[config.mk]
export PLATFORM = sky130hd
export DESIGN_NAME = fetch_stage_flat
export DESIGN_NICKNAME = d
export VERILOG_FILES = /design/src/rtl/fetch_stage_if.sv /design/src/rtl/fetch_stage.sv /design/src/flat_wrapper.sv
export SDC_FILE = /design/constraint.sdc
export NUM_CORES = 1
export LEC_CHECK = 0
export BUFFER_PORTS_ARGS = -buffer_cell sky130_fd_sc_hd__buf_2
export CAP_MARGIN = 40
export CORE_ASPECT_RATIO = 0.5
export CORE_MARGIN = 1.5
export CORE_UTILIZATION = 48
export CTS_BUF_LIST = sky130_fd_sc_hd__clkbuf_8
export DETAILED_ROUTE_END_ITERATION = 6
export PLACE_DENSITY_LB_ADDON = 0.25
export SLEW_MARGIN = 0
export SYNTH_ARGS = -nofsm -noshare
export SYNTH_HDL_FRONTEND = slang
export SYNTH_SLANG_ARGS = --single-unit
export TNS_END_PERCENT = 1
[constraint.sdc]
create_clock -name clk -period 1.88 [get_ports clk]
set_clock_uncertainty 0.05 [all_clocks]
set_input_delay 0.376 -clock clk [delete_from_list [all_inputs] [get_ports clk]]
set_output_delay 0.376 -clock clk [all_outputs]
set_load 0.05 [all_outputs]
[src/rtl/fetch_stage_if.sv]
// Instruction-memory fetch handshake between the fetch stage and instruction memory.
// The fetch stage is the master: it drives the request and address, memory returns ready/data.
interface fetch_stage_if;
    logic        imem_req;
    logic [15:0] imem_addr;
    logic        imem_ready;
    logic [15:0] imem_data;

    modport master (
        output imem_req,
        output imem_addr,
        input  imem_ready,
        input  imem_data
    );

    modport slave (
        input  imem_req,
        input  imem_addr,
        output imem_ready,
        output imem_data
    );
endinterface

[src/rtl/fetch_stage.sv]
// Instruction fetch stage: owns the PC and the IF/ID register, with a one-word hold
// buffer that parks a fetched word while decode stalls.
//
// state   | meaning
// --------+---------------------------------------------------------------
// FETCH   | requesting imem at pc; consume the word when imem_ready=1
// HOLD    | word parked in the hold buffer, waiting for stall to drop
// HALTED  | HLT reached; everything frozen until rst
module fetch_stage #(
    parameter logic [15:0] RESET_PC  = 16'h0000,
    parameter logic [15:0] NOP_INSTR = 16'h0000
) (
    input  logic                 clk,
    input  logic                 rst,
    input  logic [15:0]          next_pc,
    input  logic                 redirect,
    input  logic [15:0]          redirect_pc,
    input  logic                 stall,
    input  logic                 halt,
    fetch_stage_if.master        imem,
    output logic [15:0]          pc,
    output logic [15:0]          if_id_instr,
    output logic [15:0]          if_id_pc,
    output logic [15:0]          if_id_pc2,
    output logic                 if_id_valid,
    output logic                 halted
);

    typedef enum logic [1:0] {
        S_FETCH  = 2'd0,
        S_HOLD   = 2'd1,
        S_HALTED = 2'd2
    } state_t;

    state_t      state_q, state_d;
    logic [15:0] pc_q, pc_d;
    logic [15:0] instr_q, instr_d;
    logic [15:0] ipc_q, ipc_d;
    logic [15:0] ipc2_q, ipc2_d;
    logic        valid_q, valid_d;
    logic        halted_q, halted_d;
    logic [15:0] hold_instr_q, hold_instr_d;
    logic [15:0] hold_pc_q, hold_pc_d;

    always_ff @(posedge clk) begin
        if (rst) begin
            state_q      <= S_FETCH;
            pc_q         <= RESET_PC;
            instr_q      <= NOP_INSTR;
            ipc_q        <= 16'h0000;
            ipc2_q       <= 16'h0000;
            valid_q      <= 1'b0;
            halted_q     <= 1'b0;
            hold_instr_q <= 16'h0000;
            hold_pc_q    <= 16'h0000;
        end else begin
            state_q      <= state_d;
            pc_q         <= pc_d;
            instr_q      <= instr_d;
            ipc_q        <= ipc_d;
            ipc2_q       <= ipc2_d;
            valid_q      <= valid_d;
            halted_q     <= halted_d;
            hold_instr_q <= hold_instr_d;
            hold_pc_q    <= hold_pc_d;
        end
    end

    always_comb begin
        state_d      = state_q;
        pc_d         = pc_q;
        instr_d      = instr_q;
        ipc_d        = ipc_q;
        ipc2_d       = ipc2_q;
        valid_d      = valid_q;
        halted_d     = halted_q;
        hold_instr_d = hold_instr_q;
        hold_pc_d    = hold_pc_q;

        if (state_q != S_HALTED) begin
            if (halt) begin
                state_d      = S_HALTED;
                halted_d     = 1'b1;
                valid_d      = 1'b0;
                instr_d      = NOP_INSTR;
                hold_instr_d = 16'h0000;
                hold_pc_d    = 16'h0000;
            end else if (redirect) begin
                // Late-resolved branch: any word arriving this cycle belongs to the wrong path.
                state_d      = S_FETCH;
                pc_d         = redirect_pc;
                valid_d      = 1'b0;
                instr_d      = NOP_INSTR;
                hold_instr_d = 16'h0000;
                hold_pc_d    = 16'h0000;
            end else if (state_q == S_FETCH) begin
                if (imem.imem_ready && !stall) begin
                    instr_d = imem.imem_data;
                    ipc_d   = pc_q;
                    ipc2_d  = pc_q + 16'd2;
                    valid_d = 1'b1;
                    pc_d    = next_pc;
                end else if (imem.imem_ready) begin
                    hold_instr_d = imem.imem_data;
                    hold_pc_d    = pc_q;
                    state_d      = S_HOLD;
                end else if (!stall) begin
                    valid_d = 1'b0;
                    instr_d = NOP_INSTR;
                end
            end else if (!stall) begin
                // pc still equals hold_pc here, so next_pc is the successor of the parked word.
                instr_d = hold_instr_q;
                ipc_d   = hold_pc_q;
                ipc2_d  = hold_pc_q + 16'd2;
                valid_d = 1'b1;
                pc_d    = next_pc;
                state_d = S_FETCH;
            end
        end
    end

    assign imem.imem_req  = (state_q == S_FETCH);
    assign imem.imem_addr = pc_q;
    assign pc             = pc_q;
    assign if_id_instr    = instr_q;
    assign if_id_pc       = ipc_q;
    assign if_id_pc2      = ipc2_q;
    assign if_id_valid    = valid_q;
    assign halted         = halted_q;

endmodule

[src/flat_wrapper.sv]
// flat-port wrapper written by rule: the top's interface ports become plain ports
module fetch_stage_flat 
#(
    parameter logic [15:0] RESET_PC  = 16'h0000,
    parameter logic [15:0] NOP_INSTR = 16'h0000
)
  (clk, rst, next_pc, redirect, redirect_pc, stall, halt, pc, if_id_instr, if_id_pc, if_id_pc2, if_id_valid, halted, imem_imem_req, imem_imem_addr, imem_imem_ready, imem_imem_data);
  fetch_stage_if imem_i ();
  input  logic clk;
  input  logic rst;
  input  logic [15:0] next_pc;
  input  logic redirect;
  input  logic [15:0] redirect_pc;
  input  logic stall;
  input  logic halt;
  output logic [15:0] pc;
  output logic [15:0] if_id_instr;
  output logic [15:0] if_id_pc;
  output logic [15:0] if_id_pc2;
  output logic if_id_valid;
  output logic halted;
  output wire logic [$bits(imem_i.imem_req)-1:0] imem_imem_req;
  output wire logic [$bits(imem_i.imem_addr)-1:0] imem_imem_addr;
  input wire logic [$bits(imem_i.imem_ready)-1:0] imem_imem_ready;
  input wire logic [$bits(imem_i.imem_data)-1:0] imem_imem_data;
  assign imem_imem_req = imem_i.imem_req;
  assign imem_imem_addr = imem_i.imem_addr;
  assign imem_i.imem_ready = imem_imem_ready;
  assign imem_i.imem_data = imem_imem_data;
  fetch_stage #(.RESET_PC(RESET_PC), .NOP_INSTR(NOP_INSTR)) u_core (.clk(clk), .rst(rst), .next_pc(next_pc), .redirect(redirect), .redirect_pc(redirect_pc), .stall(stall), .halt(halt), .imem(imem_i), .pc(pc), .if_id_instr(if_id_instr), .if_id_pc(if_id_pc), .if_id_pc2(if_id_pc2), .if_id_valid(if_id_valid), .halted(halted));
endmodule
==> results of run 1 <==
## layout make-up
type,count,area share
multi-input cells,374,0.389
flip-flops and latches,99,0.335
repair buffers,206,0.215
clock buffers,11,0.0252
well taps,117,0.0243
clock inverters,5,0.00874
inverters,4,0.00333
## registers in the layout (all words and copies together) (netlist names)
register and flops:
u_core.if_id_instr 16, u_core.if_id_pc2 16, u_core.if_id_valid 1, u_core.halted 1, u_core.hold_instr_q 16, u_core.state_q 2, u_core.if_id_pc 15, u_core.hold_pc_q 16
u_core.imem.imem_addr 16
## per-layer routing
metal	wire [um]	vias up	GRT usage
met3	786	19	0.0602
met4	156	0	0.0729
met1	5760	2152	0.334
met2	5860	139	0.429
met5	0	-	0
li1	-	2223	-
## critical path: cells and delay by family (launching register included)
kind	cells	cell delay [ps]
simple gates	3	780
compound gates	2	570
flops	1	370
buf+inv	1	190
## path summary, 6_finish.rpt
| path | endpoint | slack [ps] |
|---|---|---|
| worst max-delay path | u_core.if_id_pc2[15] | -170 |
| worst min-delay path | u_core.hold_instr_q[7] | 210 |
| worst max register to register | u_core.if_id_pc2[15] | -170 |
| worst min register to register | u_core.hold_instr_q[0] | 410 |
## Yosys cell counts, drive strengths merged, types with 2 or more instances
master,number
a21oi,41
buf,25
a311oi,3
nor3,8
nand3b,2
nand2,61
o211ai,8
nor3b,4
a22oi,18
inv,4
xor2,3
a21o,2
xnor2,3
or4bb,2
a22o,18
a211oi,25
mux2,5
and2,3
nand4,5
or3b,2
mux2i,22
clkbuf,38
dfxtp,99
o21ai,9
a31o,4
nand3,42
nor2,63
## metrics by stage
stage,instances,cell area (um^2),util,setup slack (ps)
3_3_place_gp,794,5640,0.630,-302
4_1_cts,816,5980,0.668,-185
2_1_floorplan,540,4570,-,-224
3_5_place_dp,795,5650,0.631,-330
6_report,816,6010,0.672,-173
5_1_grt,816,6010,0.672,-239
## what timing repair did
| action | CTS | global route |
|---|---|---|
| pin swaps | 15 | 2 |
| buffers inserted | 5 | 0 |
| gates resized for setup | 25 | 10 |
| endpoints found under the setup margin | 32 | 28 |
## where the power goes
group | internal (mW) | switching [mW] | leakage (nW)
Combinational | 0.323 | 0.643 | 1.70
Clock | 0.683 | 0.727 | 0.112
Sequential | 2.16 | 0.0404 | 0.810
Total | 3.16 | 1.41 | 2.63
## cells by family after synthesis
group,Yosys count,share of synthesized area
buf+inv,67,0.0732
flops,99,0.436
compound gates,139,0.212
xor+xnor,6,0.0116
mux,27,0.0608
simple gates,202,0.206
==> flow_summary.yaml, run 1 <==
outcome:
  run_status: "complete, but fails checks"
  violations: "setup timing"
synthesis:
  synthFlopType: "dfxtp_1"
  syn-cell-area_mm2: 0.00455
  netlist-cell-type-count: 56
  synth_top_area_share: 0.436
  synth_async_sr_flop_share: 0
  ys_ff_latch: 99
  cells_taking_the_most_area_after_synthesis: "dfxtp_1 44%, nor2_1 5.2%, nand2_1 5.0%"
  yosys_warnings: 0
  netlist_instances: 540
  synth_area_per_cell_um2: 8.42
  ys_seq_area_frac: 0.436
  post_synthesis_net_count: 594
  synth-edff-count: 0
  dominant_cell_type_by_area_after_synthesis: "dfxtp_1"
critical_path:
  path_max_fanout: 5
  max_stage_delay_cell_worst_path: "or3b_4"
  timing.critical_path.to_type: "flip-flop"
  worst-endpoint-required_ps: 2090
  worst_r2r_path_depth: 6
  rr_startpoint: "u_core.state_q[0]"
  crit_chain: "or3b_4 -> a222oi_1 -> buf_4 -> nand3_2 -> or3_1 -> a32o_1"
  worst-setup-path-type: "reg -> reg"
  cp_data_arrival_time_ps: 2270
  timing.critical_path.from: "u_core.state_q[0]"
  largest_stage_delay_worst_path_ps: 400
  critical_path.startpoint_type: "flip-flop"
layout:
  antenna_cells_inserted: 0
  area.growth.synth_to_final_pct: 32.3
  most_common_cell_after_layout_fill_and_taps_aside: "buf_2"
  drive_gt1_frac: 0.383
  final-seq-area_mm2: 0.00201
  layout_common_cells: "134 x buf_2, 85 x dfxtp_1, 62 x nor2_1"
  multiInputGateArea_mm2: 0.00234
  layout.nets: 748
  fill_cells: 767
placed_design:
  dp_hpwl_um: 8780
  gp_congestion: 0.912
  port_buffers: 136
detailed_routing:
  drtPass1Iterations: 5
  detailroute.via_count: 4533
  antenna_violating_nets_post_route: 0
  drt_iter0_drc: 268
  remaining_routing_drc_violations: 0
  avgRoutedWirePerCell_um: 15.4
  avgViaCountPerCell: 5.56
  finalWirelength_um: 12600
grt:
  pin_count_of_the_biggest_net_entering_global_routing: 53
  grt_util_all_layers: 0.256
  first_global_vias: 4266
  grt_antenna_before_repair: 0
  wire_length_of_the_first_global_routing_pass_um: 20700
  grt-ovfl-total: 0
floorplanning:
  floorplan.die_area_mm2: 0.0101
  die_height_um: 71.8
  design.core.area_mm2: 0.00895
  floorplan.rows: 24
  io_pins: 137
  start_util: 0.508
  die_x_um: 141
sta:
  slew-limit-headroom: 0.564
  final_slew_viol_count: 0
  finalHoldViolCount: 0
  final.period_utilization: 1.09
  final.setup.tns_ps: -1190
  fmaxAchievable_mhz: 487
  report.final.setup_viol: 18
  grt_setup_unrepaired: "yes"
  fin_ws_ps: -173
  worst_slew_pin_tran_ps: 649
  hold_ws_ps: 214
  finalCriticalPeriod_ps: 2050
power_and_ir_drop:
  finalPower_mw: 4.57
  vdd.ir_drop.worst_mv: 0.344
  powerDensity_mw_per_mm2: 761
  leakage_nw: 2.63
clock_tree:
  clock_latency_ps: 360
  tritoncts_clock_tree: "done"
  cts-htree-levels: 3
  cts_max_path_buffers: 2
  clk_pin_slew_ps: 90
  numCtsBuffers: 9
  cts.hold.buffers_added: 0
  root_buffer: "clkbuf_8"
  clock_sinks: 99
job:
  cap_viol_max_count: 0
min_path:
  timing.hold.worst.class: "in -> reg"
  hold_path_stages: 3
  hold_start: "imem_imem_data[7]"
No activity file was read; power rests on OpenSTA's default activity.
==> inputs of run 2 (changes only) <==
--- a/config.mk
+++ b/config.mk
@@ -5,13 +5,14 @@
 export SDC_FILE = /design/constraint.sdc
 export NUM_CORES = 1
 export LEC_CHECK = 0
-export BUFFER_PORTS_ARGS = -buffer_cell sky130_fd_sc_hd__buf_2
 export CAP_MARGIN = 40
 export CORE_ASPECT_RATIO = 0.5
 export CORE_MARGIN = 1.5
-export CORE_UTILIZATION = 48
+export CORE_UTILIZATION = 42
 export CTS_BUF_LIST = sky130_fd_sc_hd__clkbuf_8
 export DETAILED_ROUTE_END_ITERATION = 6
+export DONT_BUFFER_PORTS = 1
+export GPL_TIMING_DRIVEN = 0
 export PLACE_DENSITY_LB_ADDON = 0.25
 export SLEW_MARGIN = 0
 export SYNTH_ARGS = -nofsm -noshare
==> flow_summary.yaml, run 2 (same netlist as run 1, synthesis figures left out) <==
placed_design:
  placed_cells_incl_taps: 681
  gp_congestion: 0.927
  postPlaceCellArea_mm2: 0.00475
  port_buffers: 0
  preCtsSetupSlack_ps: -558
  dp_hpwl_um: 9710
clock_tree:
  cts-htree-levels: 3
  cts_max_path_buffers: 2
  clk_pin_slew_ps: 100
  numCtsBuffers: 9
  root_buffer: "clkbuf_8"
  tritoncts_clock_tree: "done"
  cts.hold.buffers_added: 0
  clock_sinks: 99
  clock_latency_ps: 380
critical_path:
  cp_data_arrival_time_ps: 2500
  max_stage_delay_cell_worst_path: "or4_1"
  timing.critical_path.max_delay_family: "simple AND/OR/NAND/NOR gates"
  worst_r2r_path_depth: 7
  worst-endpoint-required_ps: 2150
  r2r_end: "u_core.if_id_pc2[12]"
  timing.critical_path.from: "u_core.imem.imem_addr[3]"
  cp_num_buf_inv: 2
  ff2ff_setup_slack_ps: -350
  path_max_fanout: 5
  largest_stage_delay_worst_path_ps: 490
  timing.critical_path.to_type: "flip-flop"
  rr_startpoint: "u_core.imem.imem_addr[3]"
  crit_chain: "or3b_4 -> a222oi_1 -> buf_4 -> buf_6 -> nand4_4 -> or4_1 -> nand3_1"
  worst-setup-path-type: "reg -> reg"
  critical_path.startpoint_type: "flip-flop"
floorplanning:
  floorplan.rows: 26
  design.core.area_mm2: 0.0104
  io_pins: 137
  floorplan.die_area_mm2: 0.0115
  die_height_um: 76.6
  start_util: 0.438
  die_x_um: 150
layout:
  postLayoutCoreUtil: 0.505
  drive_gt1_frac: 0.188
  layout.nets: 609
  final_area_mm2: 0.00524
  area.growth.synth_to_final_pct: 15.2
  antenna_cells_inserted: 0
  fin_cells: 700
  layout_common_cells: "83 x dfxtp_1, 63 x nor2_1, 61 x nand2_1"
  most_common_cell_after_layout_fill_and_taps_aside: "dfxtp_1"
detailed_routing:
  antenna_violating_nets_post_route: 0
  finalWirelength_um: 13500
  remaining_routing_drc_violations: 0
  drt_iter0_drc: 330
  drtPass1Iterations: 5
  detailroute.via_count: 4118
  avgRoutedWirePerCell_um: 19.4
  avgViaCountPerCell: 5.88
sta:
  slew-limit-headroom: 0.521
  grt_setup_unrepaired: "yes"
  final_slew_viol_count: 0
  hold_ws_ps: 70.7
  final.setup.tns_ps: -2470
  final.period_utilization: 1.19
  finalHoldViolCount: 0
  worst_slew_pin_tran_ps: 718
  fin_ws_ps: -348
  finalCriticalPeriod_ps: 2230
  fmaxAchievable_mhz: 449
  report.final.setup_viol: 12
power_and_ir_drop:
  power_switching_share: 0.310
  p_int_mw: 3.16
  vdd.ir_drop.worst_mv: 0.382
  powerDensity_mw_per_mm2: 874
  p_clk_frac: 0.334
  leakage_nw: 1.88
  power.share.sequential: 0.524
  combinationalPowerShare: 0.142
  finalPower_mw: 4.58
  power.net_switching_mw: 1.42
outcome:
  violations: "setup timing"
  run_status: "complete, but fails checks"
min_path:
  hold_path_stages: 2
  hold_start: "halt"
  timing.hold.worst.class: "in -> reg"
  min_to: "u_core.state_q[1]"
grt:
  grt-ovfl-total: 0
  pin_count_of_the_biggest_net_entering_global_routing: 16
  first_global_vias: 3939
  grt_antenna_before_repair: 0
  wire_length_of_the_first_global_routing_pass_um: 21400
  grt_util_all_layers: 0.241
job:
  cap_viol_max_count: 0
[run 2: what timing repair did]
item	in CTS	in global routing
pin swaps	3	7
setup endpoints to repair	97	95
setup buffers	3	0
resized for setup	57	31
[run 2: how the worst max path moves through the flow]
stage                               endpoint  slack, ps  cells past startpoint
finish                  u_core.if_id_pc2[12]       -350                      7
global route             u_core.if_id_pc2[5]       -410                      8
CTS                     u_core.if_id_pc2[15]       -370                      6
detailed placement  u_core.imem.imem_addr[6]       -560                      7
global placement      u_core.if_id_instr[14]       -750                      8
floorplan               u_core.if_id_pc2[15]       -220                      5
[run 2: cell type report]
type                       count  area (um^2)
clock inverter                 6         81.3
inverter                       4         22.5
buffer                        63          433
multi-input combinational    374         2340
timing repair buffer           4         30.0
sequential                    99         2020
tap                          140          175
fill                         981         5140
clock buffer                  10          138
[run 2: worst register-to-register path, cell delays in order (launching register included)]
cell	delay, ps
dfxtp_4	480
or3b_4	420
a222oi_1	280
buf_4	190
buf_6	100
nand4_4	60
or4_1	490
nand3_1	100
[run 2: routing by layer]
layer  wire, um  part of all wire  up-vias  track usage
met5          0                 0        -            0
met4        151             0.011        0       0.0539
met3       1150             0.085       16       0.0796
met2       6070              0.45      137        0.367
met1       6170              0.46     2010        0.329
li1           -                 -     1955            -
[run 2: power groups by stage]
stage	logic [mW]	clock network (mW)	registers (mW)
6_report	0.650	1.53	2.40
3_5_place_dp	0.583	0	2.45
2_1_floorplan	0.467	0	2.42
3_3_place_gp	0.576	0	2.45
4_1_cts	0.627	1.55	2.40
5_1_grt	0.701	1.63	2.41
